[src/rtl/paint_queue.sv]
// Buffered cell-paint request FIFO feeding the box painter's start/busy/done handshake.
// Optional macro PAINT_QUEUE_COALESCE_EN merges a repeated (x,y) into the pending tail entry.
module paint_queue #(
   parameter int unsigned DEPTH  = 8,
   parameter int unsigned CELL_W = 64,
   parameter int unsigned CELL_H = 24,
   parameter int unsigned GRID_W = 10,
   parameter int unsigned GRID_H = 20
) (
   input  logic                      CLOCK_50,
   input  logic                      resetn,
   input  logic                      req_valid,
   input  logic [3:0]                req_x,
   input  logic [4:0]                req_y,
   input  logic [8:0]                req_color,
   output logic                      req_ready,
   input  logic                      flush,
   output logic                      start,
   output logic [9:0]                x0,
   output logic [8:0]                y0,
   output logic [8:0]                color,
   input  logic                      busy,
   input  logic                      done,
   output logic [$clog2(DEPTH):0]    q_count,
   output logic                      idle,
   output logic                      range_err
);
   localparam int unsigned AW  = $clog2(DEPTH);
   localparam int unsigned CW  = AW + 1;
   localparam int unsigned XSH = $clog2(CELL_W);

   typedef enum logic [1:0] {StIdle, StLaunch, StWaitDone} state_e;

   state_e        state_q, state_d;
   logic [AW-1:0] wr_ptr_q, wr_ptr_d, rd_ptr_q, rd_ptr_d;
   logic [CW-1:0] count_q, count_d;
   logic [9:0]    x0_q, x0_d;
   logic [8:0]    y0_q, y0_d;
   logic [8:0]    color_q, color_d;
   logic          range_err_q, range_err_d;

   logic [3:0]    mem_x [DEPTH];
   logic [4:0]    mem_y [DEPTH];
   logic [8:0]    mem_c [DEPTH];

   logic          in_range, accept, push, pop, coalesce;
`ifdef PAINT_QUEUE_COALESCE_EN
   logic [AW-1:0] tail;
   assign tail = wr_ptr_q - AW'(1);
`endif

   assign req_ready = (count_q != CW'(DEPTH));
   assign q_count   = count_q;
   assign idle      = (count_q == '0) && (state_q == StIdle);
   assign x0        = x0_q;
   assign y0        = y0_q;
   assign color     = color_q;
   assign range_err = range_err_q;

   always_comb begin
      in_range    = (32'(req_x) < GRID_W) && (32'(req_y) < GRID_H);
      accept      = req_valid && req_ready && !flush;
      // Flush wins over a pop so nothing queued is launched in the flush cycle.
      pop         = (state_q == StIdle) && (count_q != '0) && !busy && !flush;
`ifdef PAINT_QUEUE_COALESCE_EN
      coalesce    = accept && in_range && (count_q != '0) &&
                    (mem_x[tail] == req_x) && (mem_y[tail] == req_y) &&
                    !(pop && (count_q == CW'(1)));
`else
      coalesce    = 1'b0;
`endif
      push        = accept && in_range && !coalesce;
      range_err_d = range_err_q | (accept & ~in_range);

      wr_ptr_d = wr_ptr_q;
      rd_ptr_d = rd_ptr_q;
      count_d  = count_q;
      if (flush) begin
         wr_ptr_d = '0;
         rd_ptr_d = '0;
         count_d  = '0;
      end else begin
         if (push) wr_ptr_d = wr_ptr_q + AW'(1);
         if (pop)  rd_ptr_d = rd_ptr_q + AW'(1);
         case ({push, pop})
            2'b10:   count_d = count_q + CW'(1);
            2'b01:   count_d = count_q - CW'(1);
            default: count_d = count_q;
         endcase
      end
   end

   always_comb begin
      state_d = state_q;
      x0_d    = x0_q;
      y0_d    = y0_q;
      color_d = color_q;
      start   = 1'b0;
      unique case (state_q)
         StIdle: begin
            if (pop) begin
               x0_d    = 10'(32'(mem_x[rd_ptr_q]) << XSH);
               y0_d    = 9'(32'(mem_y[rd_ptr_q]) * CELL_H);
               color_d = mem_c[rd_ptr_q];
               state_d = StLaunch;
            end
         end
         StLaunch: begin
            start   = 1'b1;
            state_d = StWaitDone;
         end
         StWaitDone: begin
            if (done) state_d = StIdle;
         end
         default: state_d = StIdle;
      endcase
   end

   always_ff @(posedge CLOCK_50 or negedge resetn) begin
      if (!resetn) begin
         state_q     <= StIdle;
         wr_ptr_q    <= '0;
         rd_ptr_q    <= '0;
         count_q     <= '0;
         x0_q        <= '0;
         y0_q        <= '0;
         color_q     <= '0;
         range_err_q <= 1'b0;
      end else begin
         state_q     <= state_d;
         wr_ptr_q    <= wr_ptr_d;
         rd_ptr_q    <= rd_ptr_d;
         count_q     <= count_d;
         x0_q        <= x0_d;
         y0_q        <= y0_d;
         color_q     <= color_d;
         range_err_q <= range_err_d;
      end
   end

   // Storage needs no reset: an entry is only read after it has been written.
   always_ff @(posedge CLOCK_50) begin
      if (push) begin
         mem_x[wr_ptr_q] <= req_x;
         mem_y[wr_ptr_q] <= req_y;
         mem_c[wr_ptr_q] <= req_color;
      end
`ifdef PAINT_QUEUE_COALESCE_EN
      if (coalesce) mem_c[tail] <= req_color;
`endif
   end

endmodule
[config.mk]
export PLATFORM = sky130hd
export DESIGN_NAME = paint_queue
export DESIGN_NICKNAME = d
export VERILOG_FILES = /design/src/rtl/paint_queue.sv
export SDC_FILE = /design/constraint.sdc
export NUM_CORES = 1
export LEC_CHECK = 0
export ABC_AREA = 1
export CAP_MARGIN = 20
export CORE_MARGIN = 1.5
export CORE_UTILIZATION = 58
export DETAILED_ROUTE_END_ITERATION = 7
export MAX_ROUTING_LAYER = met4
export PLACE_DENSITY = 0.8
export SLEW_MARGIN = 25
export SYNTH_ARGS = -nofsm -noshare
export SYNTH_HDL_FRONTEND = slang
export SYNTH_SLANG_ARGS = --single-unit
[constraint.sdc]
create_clock -name CLOCK_50 -period 3.05 [get_ports CLOCK_50]
set_clock_uncertainty 0.15 [all_clocks]
set_input_delay 0.4575 -clock CLOCK_50 [delete_from_list [all_inputs] [get_ports CLOCK_50]]
set_output_delay 0.4575 -clock CLOCK_50 [all_outputs]
set_load 0.1 [all_outputs]
==> results.cfg <==
[run_status]
outcome = completed

[yosys]
synth_warnings = 0
synth_area_leaders = edfxtp_1, dfrtp_1, o21ai_0
netlist_instances = 587
seq_area_frac_synth = 0.7099
syn_area_um2 = 7219
async_flop_share = 0.1818
synth_top_cell_area_share = 0.5990
synth_top_area_cell = edfxtp_1
ys_top_cells_by_count = edfxtp_1, nor2_1, o21ai_0
synthFlopType = edfxtp_1
synth_seq_cells = 176
ys_types = 34
synth-edff-count = 144
synth_most_common_cell = edfxtp_1
syn_area_per_cell_um2 = 12.30

[placed_design]
gp_congestion = 0.8809
postPlaceCellArea_um2 = 7863
dp_hpwl_mm = 9.801
numPortBuffers = 50

[timing]
tightestPinTransition_ps = 841.9
slew_headroom = 0.4387
rsz0062_at_grt = no
setup_viol = 0
max_freq_mhz = 362.6
hold_violations = 0
tns_ps = 0
slew_viol_final = 0
hold_ws_ps = 322.7
post-route-min-period_ps = 2758
fin_crit_sh = 0.9041

[worst_setup_path]
cp.arrival_ps = 2920
cp_data_required_time_ps = 3210
slowest_stage = dfrtp_2
cp_slowest_stage_delay_ps = 470
setup.worst_path.class = register to register
path_cells = buf_4 -> o21ai_0 -> o22ai_1 -> nand2_1 -> o21ai_2 -> ha_1 -> inv_1 -> fa_1 -> o21ai_0 -> xor2_1 -> o21ai_1
worst-path-buf-inv = 2
crit_family = compound AO/OA/AOI/OAI gates
endpoint_kind = register
cpMostUsedCell = o21ai_0
start_kind = register
path_max_fanout = 20

[floorplanning]
initial_utilization = 0.5985
die_area_um2 = 13130
die-height_um = 114.6
coreArea_um2 = 12060
die_w_um = 114.6
io_pins = 60
row_count = 40

[layout]
fin_area_um2 = 8428
finish.utilization = 0.6988
drive_above_1_share = 0.1627
multi_input_area_um2 = 1809
diodes = 0
areaGrowthSynthToFinish_pct = 16.74
fin_nets = 684
fillers = 809
ff_latch_area_um2 = 5126

[clocking]
h-tree-depth = 4
cts-root-buf = clkbuf_16
numCtsBuffers = 17
post_cts_buffers = 0
clock_sinks = 176
worstSkewPairLatency_ps = 430
tritoncts = built
clockBufferDepth = 2
cts.clk_slew.worst_paths_ps = 60

[global_routing]
grt_pass1_vias = 4898
gr-usage-met3 = 0.04817
grt_max_degree = 46
overflow = 0
grt-busiest-layer = met2
use_met1 = 0.3268
use_met2 = 0.4279
grt_pass1_wl_mm = 24.63
antenna_found_initial = 0
grt_usage = 0.2647

[route]
ant_nets = 0
num_vias = 4738
via_per_inst = 5.695
first_pass_iters = 4
drt_iter0_markers = 380
drc = 0
totalWireLength_mm = 15.54
avgRoutedWirePerCell_um = 18.68

[pwr]
finalPower_mw = 7.965
p_leak_nw = 3.202
power.density_nw_per_um2 = 945.1
ir_worst_vdd_mv = 0.8741

[worst_hold_path]
hp-class = register to register

[run]
maxCapViolCount = 0
-- stage by stage --
step	setup WS, ps	cells
after floorplan	9.628	595
after CTS	213.3	832
after global routing	44.01	832
final	292.5	832
after detailed placement	249.5	799
after global placement	374.0	799
-- report_power, final --
part	total [mW]	switching (mW)	internal [mW]	leakage, nW
logic	3.02	2.28	0.736	1.23
clock network	2.02	0.866	1.16	0.268
registers	2.92	0.141	2.78	1.70
-- registers in the layout, summed over array words and instances (netlist names), 3 cells and up --
register / cells
mem_x: 32
mem_c: 72
rd_ptr_q: 3
color: 9
x0: 4
y0: 6
wr_ptr_q: 3
q_count: 4
mem_y: 40
-- cell type report --
cell class                      instances  area share
Sequential cell                       176      0.6082
Tap cell                              168     0.02494
Inverter                               28     0.01262
Clock inverter                         11     0.01069
Clock buffer                           21     0.05463
Timing Repair Buffer                   76     0.07423
Multi-Input combinational cell        352      0.2147
-- metal layers --
metal  share of wire  wire [um]
met2            0.50       7704
met5               0          0
met3           0.066       1024
met4           0.029        456
met1            0.41       6356
-- cell usage in the layout (no fill, tap or decap), drive strengths merged, types with 2 or more instances in the layout --
cell type,n
a21oi,6
buf,53
clkbuf,21
clkdlybuf4s50,22
clkinv,9
clkinvlp,2
conb,9
dfrtp,32
edfxtp,144
ha,8
inv,27
nand2,78
nand3,6
nor2,100
o211ai,14
o21ai,89
o221ai,13
o22ai,21
xor2,3
-- worst reg2reg max path, delay by kind of cell (launching register included) --
family          cells  cell delay [ps]
xor+xnor            1              170
flops               1              470
compound gates      5              810
buf+inv             2              310
fa+ha+maj           2              620
simple gates        1              120
-- repair_timing --
action / 4_1_cts / 5_1_grt
hold buffers: 1 / 0
hold endpoints to repair: 11 / 0
endpoints found under the setup margin: 0 / 1
resized for setup: 0 / 2
-- final timing paths --
check / start / end / slack (ps) / cells after the start
max: rd_ptr_q[0] / y0[8] / 290 / 11
min: y0[4] / y0[4] / 320 / 2
max reg2reg: rd_ptr_q[0] / y0[8] / 290 / 11
min reg2reg: y0[4] / y0[4] / 320 / 2
max in group asynchronous: resetn / rd_ptr_q[0] / 1650 / 2
min in group asynchronous: resetn / y0[6] / 530 / 2
-- logic make-up after synthesis --
kind of cell,after synthesis,share of synthesized area
AOI/OAI and AO/OA,145,0.1189
other,1,0.0005194
xor gates and xnor gates,4,0.004854
adders and majority gates,9,0.01664
and+or+nand+nor,185,0.1050
buffers and inverters,67,0.04419
DFF,176,0.7099
(Power assumes the default switching activity.)
==> edit 1, RTL diff (same flow settings) <==
`x0_q` no longer has a reset.
--- a/src/rtl/paint_queue.sv
+++ b/src/rtl/paint_queue.sv
@@ -123,5 +123,4 @@
          rd_ptr_q    <= '0;
          count_q     <= '0;
-         x0_q        <= '0;
          y0_q        <= '0;
          color_q     <= '0;
@@ -132,9 +131,12 @@
          rd_ptr_q    <= rd_ptr_d;
          count_q     <= count_d;
-         x0_q        <= x0_d;
          y0_q        <= y0_d;
          color_q     <= color_d;
          range_err_q <= range_err_d;
       end
+   end
+
+   always_ff @(posedge CLOCK_50) begin
+      x0_q <= x0_d;
    end
 
Check against the original RTL: differs if resetn is asserted again (counterexample within 4 cycles, from zero or initial values and one cycle with resetn low); with resetn held inactive, the same outputs for 4 cycles.
==> edit 1 against the unedited design <==
  * Count of clock-buffer cells in the layout decreased by 3
  * Synthesized cell count shrank 0.17%
  * Cell area up 1.2%
  * Total power shrank 1.7%
  * Worst setup slack better by 0.042 ns
  * Combinational power down 5%
  * Via count up 2.6%
  * Die area grew 0.32%
  * Sequential share of layout area decreased by 0.50 points
  * Area after synthesis grew 0.33%
  * Wire length is 5.4% higher
  * Sequential cell count is the same
==> edit 1: results (changes against the unedited design) <==
metric	value	unit	change
use_met1	35.9	%	+3.3 points
via_per_inst	5.83		+2.4%
reg_top3	mem_c x72, mem_y x40, mem_x x32		
grt_pass1_wl	25900	µm	+5.2%
htreeDepth	4		unchanged
ys_warn_count	0		unchanged
cts_resized	0		unchanged
drtIter0Drc	519		+37%
cts.clk_slew.worst_paths	0.06	ns	about the same
ys_top_cells_by_area	edfxtp_1 61%, dfrtp_1 9.7%, nor2_1 5.6%, o21ai_0 5.6%, nand2_1 3.3%		
dp_cells	802		+0.38%
dpl-instance-area	7980	µm²	+1.5%
grt_pass1_vias	4832		-1.3%
dr.pass1.iters	7		+3
cts_made_buffers	17		unchanged
fin_tns_setup	0	ns	unchanged
antenna_found_initial	0		unchanged
numPortBuffers	50		unchanged
synth_seq_area_share	71.0	%	about the same
synth_common_cells	148 x edfxtp_1, 108 x nor2_1, 81 x o21ai_0		
layout.nets	686		+0.29%
worst_hold_slack	0.247	ns	-0.0756 ns
hp-class	in2async		
stdcell_count	834		+0.24%
cts-root-buf	clkbuf_16		
status	completed		
cts_max_path_buffers	2		unchanged
regToRegSetupSlack	0.33	ns	+0.04 ns
cp_slowest_cell	dfrtp_2		
synthDistinctLibCells	35		+2.9%
synthCells	586		-0.17%
crit_family	compound AO/OA/AOI/OAI gates		
cp_slowest_stage_delay	0.50	ns	+0.03 ns
grt_use_met3	5.11	%	+0.30 points
power_leakage	3.21	nW	+0.28%
synth_edf_count	148		+2.8%
ir_drop	0.545	mV	-38%
fillers	836		+3.3%
hpwlAfterDp	10200	µm	+3.8%
insertion_delay	0.43	ns	about the same
async_flop_share	15.9	%	-2.3 points
place.gp.congestion	0.847		-3.9%
wire_per_inst	19.6	µm	+5.1%
path_max_fanout	17		-15%
drive_above_1_share	15.9	%	-0.35 points
intPower	4.67	mW	about the same
postCtsSetupBuffers	0		unchanged
grt_max_degree	32		-30%
met2_usage	44.3	%	+1.5 points
track_usage	28.0	%	+1.5 points
worstMarginPinSlew	0.572	ns	-0.270 ns
arrival	2.92	ns	about the same
antenna_cells	0		unchanged
[edit 1: metal layers]
layer  wire length [µm]  part of all wire [%]
met3               1260                   7.7
met5                  0                     0
met1               6650                    41
met2               8060                    49
met4                403                   2.5
[edit 1: cells by family after synthesis]
logic type               Yosys count  share of synthesized area [%]
AND/OR/NAND/NOR                  196                           11.6
flip-flops                       176                           71.0
AO/OA/AOI/OAI                    133                           10.8
buffers and inverters             66                           4.28
adder cells (fa/ha/maj)            9                           1.66
XOR/XNOR                           5                          0.605
other                              1                         0.0518
[edit 1: stage by stage]
stage                     utilization [%]  worst slack, ns
after floorplan                         -           0.0179
after global placement               65.9            0.412
after detailed placement             65.9            0.289
after CTS                            70.4            0.386
after global routing                 70.4            0.144
final                                70.4            0.334
[edit 1: area by class of cell]
type                    count  area (µm²)  area share [%]
clock buffers              18         429            5.03
clock inverters            14         124            1.45
inverters                  28         110            1.29
multi-input cells         352        1820            21.3
flip-flops and latches    176        5150            60.3
well taps                 168         210            2.46
repair buffers             78         693            8.13
[edit 1: path summary, 6_finish.rpt]
check / startpoint / endpoint / depth (start not counted)
worst min register to register: color[3] / color[3] / 2
worst max-delay path: rd_ptr_q[0] / y0[8] / 11
worst max register to register: rd_ptr_q[0] / y0[8] / 11
min in group CLOCK_50: color[3] / color[3] / 2
worst min-delay path: resetn / y0[6] / 1
max in group asynchronous: resetn / color[5] / 2
[edit 1: power by group through the flow]
| stage | logic [mW] | clock network (mW) | registers [mW] |
|---|---|---|---|
| after floorplan | 1.33 | 0 | 3.84 |
| after global placement | 2.76 | 0 | 2.96 |
| after detailed placement | 2.84 | 0 | 2.97 |
| after CTS | 2.86 | 2.06 | 2.92 |
| after global routing | 3.07 | 2.17 | 2.94 |
| final | 2.86 | 2.05 | 2.92 |
[edit 1: worst register-to-register path, cell delays in order, from the launching register on]
cell and delay, ns:
dfrtp_2 0.50, inv_2 0.25, buf_4 0.23, o21ai_0 0.10
o22ai_1 0.16, nor2_1 0.07, a31oi_1 0.28, ha_1 0.33
a21oi_1 0.17, o21ai_0 0.12, xor2_1 0.17, o21ai_1 0.12
==> edit 2, RTL diff (config.mk and constraints unchanged) <==
Without the edit above. The parameter `DEPTH` goes from 8 to 4.
--- a/src/rtl/paint_queue.sv
+++ b/src/rtl/paint_queue.sv
@@ -2,5 +2,5 @@
 // Optional macro PAINT_QUEUE_COALESCE_EN merges a repeated (x,y) into the pending tail entry.
 module paint_queue #(
-   parameter int unsigned DEPTH  = 8,
+   parameter int unsigned DEPTH  = 4,
    parameter int unsigned CELL_W = 64,
    parameter int unsigned CELL_H = 24,
Ports: changed (resized q_count); port bits go from 60 to 59. The function was not compared with the original's and may differ.
==> edit 2 against the unedited design <==
  * Critical path depth is 1 lower
  * Cell area is 40% lower
  * Wire length is 46% lower
  * Utilization is 2.4 points higher
  * Worst setup slack better by 0.095 ns
  * Total power is 48% lower
  * Sequential cell count is 75 lower
  * Synthesized cell count is 37% lower
  * Area after synthesis is 41% lower
==> edit 2: results (changes against the unedited design) <==
metric	value	unit	change
grt_max_degree	39		-15%
layout.nets	463		-32%
cts-root-buf	clkbuf_8		
synth_edf_count	72		-50%
insertion_delay	0.37	ns	-0.06 ns
drive_above_1_share	18.4	%	+2.2 points
path_max_fanout	38		+90%
pg_seq	1.69	mW	-42%
synth-xor-area-share	0.621	%	+0.14 points
async_flop_share	28.7	%	+11 points
synth_common_cells	79 x nand2_1, 72 x edfxtp_1, 48 x nor2_1		
reg_top3	mem_c x36, mem_y x20, mem_x x16		
place.gp.congestion	0.814		-7.6%
status	completed		
regToRegSetupSlack	0.39	ns	+0.09 ns
synth_seq_area_share	68.2	%	-2.8 points
cts_made_buffers	9		-8
cts.clk_slew.worst_paths	0.10	ns	+0.04 ns
clkPwrFrac	20.7	%	-4.7 points
cp_slowest_cell	o22ai_1		
fillers	497		-39%
period_minus_slack	2.66	ns	-0.0948 ns
hpwlAfterDp	5500	µm	-44%
intPower	2.31	mW	-51%
power	4.12	mW	-48%
htreeDepth	3		-1
numPortBuffers	49		-2.0%
-- edit 2: cell types whose count changed after synthesis, moves of 6 or more --
cell	unedited run	this run
nor2_1	96	48
o211ai_1	14	0
o221ai_1	13	0
buf_2	12	5
o21ai_1	13	0
nand2_1	73	79
o21ai_0	75	42
edfxtp_1	144	72
clkbuf_1	14	5
-- edit 2: layout make-up --
class | instances | area share, %
clock inverters | 6 | 1.42
flip-flops and latches | 101 | 57.5
clock buffers | 10 | 2.54
well taps | 96 | 2.39
repair buffers | 62 | 10.9
multi-input cells | 232 | 23.5
inverters | 23 | 1.72
-- edit 2: routing by layer --
metal | up-vias | global-route usage, % | wire, µm
met5 | - | - | 0
met4 | 0 | 8.24 | 166
met3 | 16 | 5.22 | 310
met2 | 77 | 39.3 | 4150
met1 | 1327 | 31.8 | 3720
li1 | 1355 | - | -
-- edit 2: per-stage QoR --
step / util, % / instance area [µm²] / instances / hold slack (ns) / worst slack [ns]
6_report: 72.3 / 5020 / 530 / 0.323 / 0.387
5_1_grt: 72.3 / 5020 / 530 / 0.357 / 0.185
4_1_cts: 72.3 / 5020 / 530 / 0.327 / 0.446
3_5_place_dp: 69.5 / 4820 / 514 / 0.317 / 0.333
3_3_place_gp: 69.5 / 4820 / 514 / 0.314 / 0.407
2_1_floorplan: - / 4280 / 378 / 0.0119 / 0.185
-- edit 2: final timing paths --
check | cells after the start | endpoint
worst max-delay path | 10 | y0[8]
worst min-delay path | 2 | q_count[0]
worst max register to register | 10 | y0[8]
worst min register to register | 2 | x0[6]
max in group asynchronous | 2 | q_count[1]
min in group CLOCK_50 | 2 | x0[6]
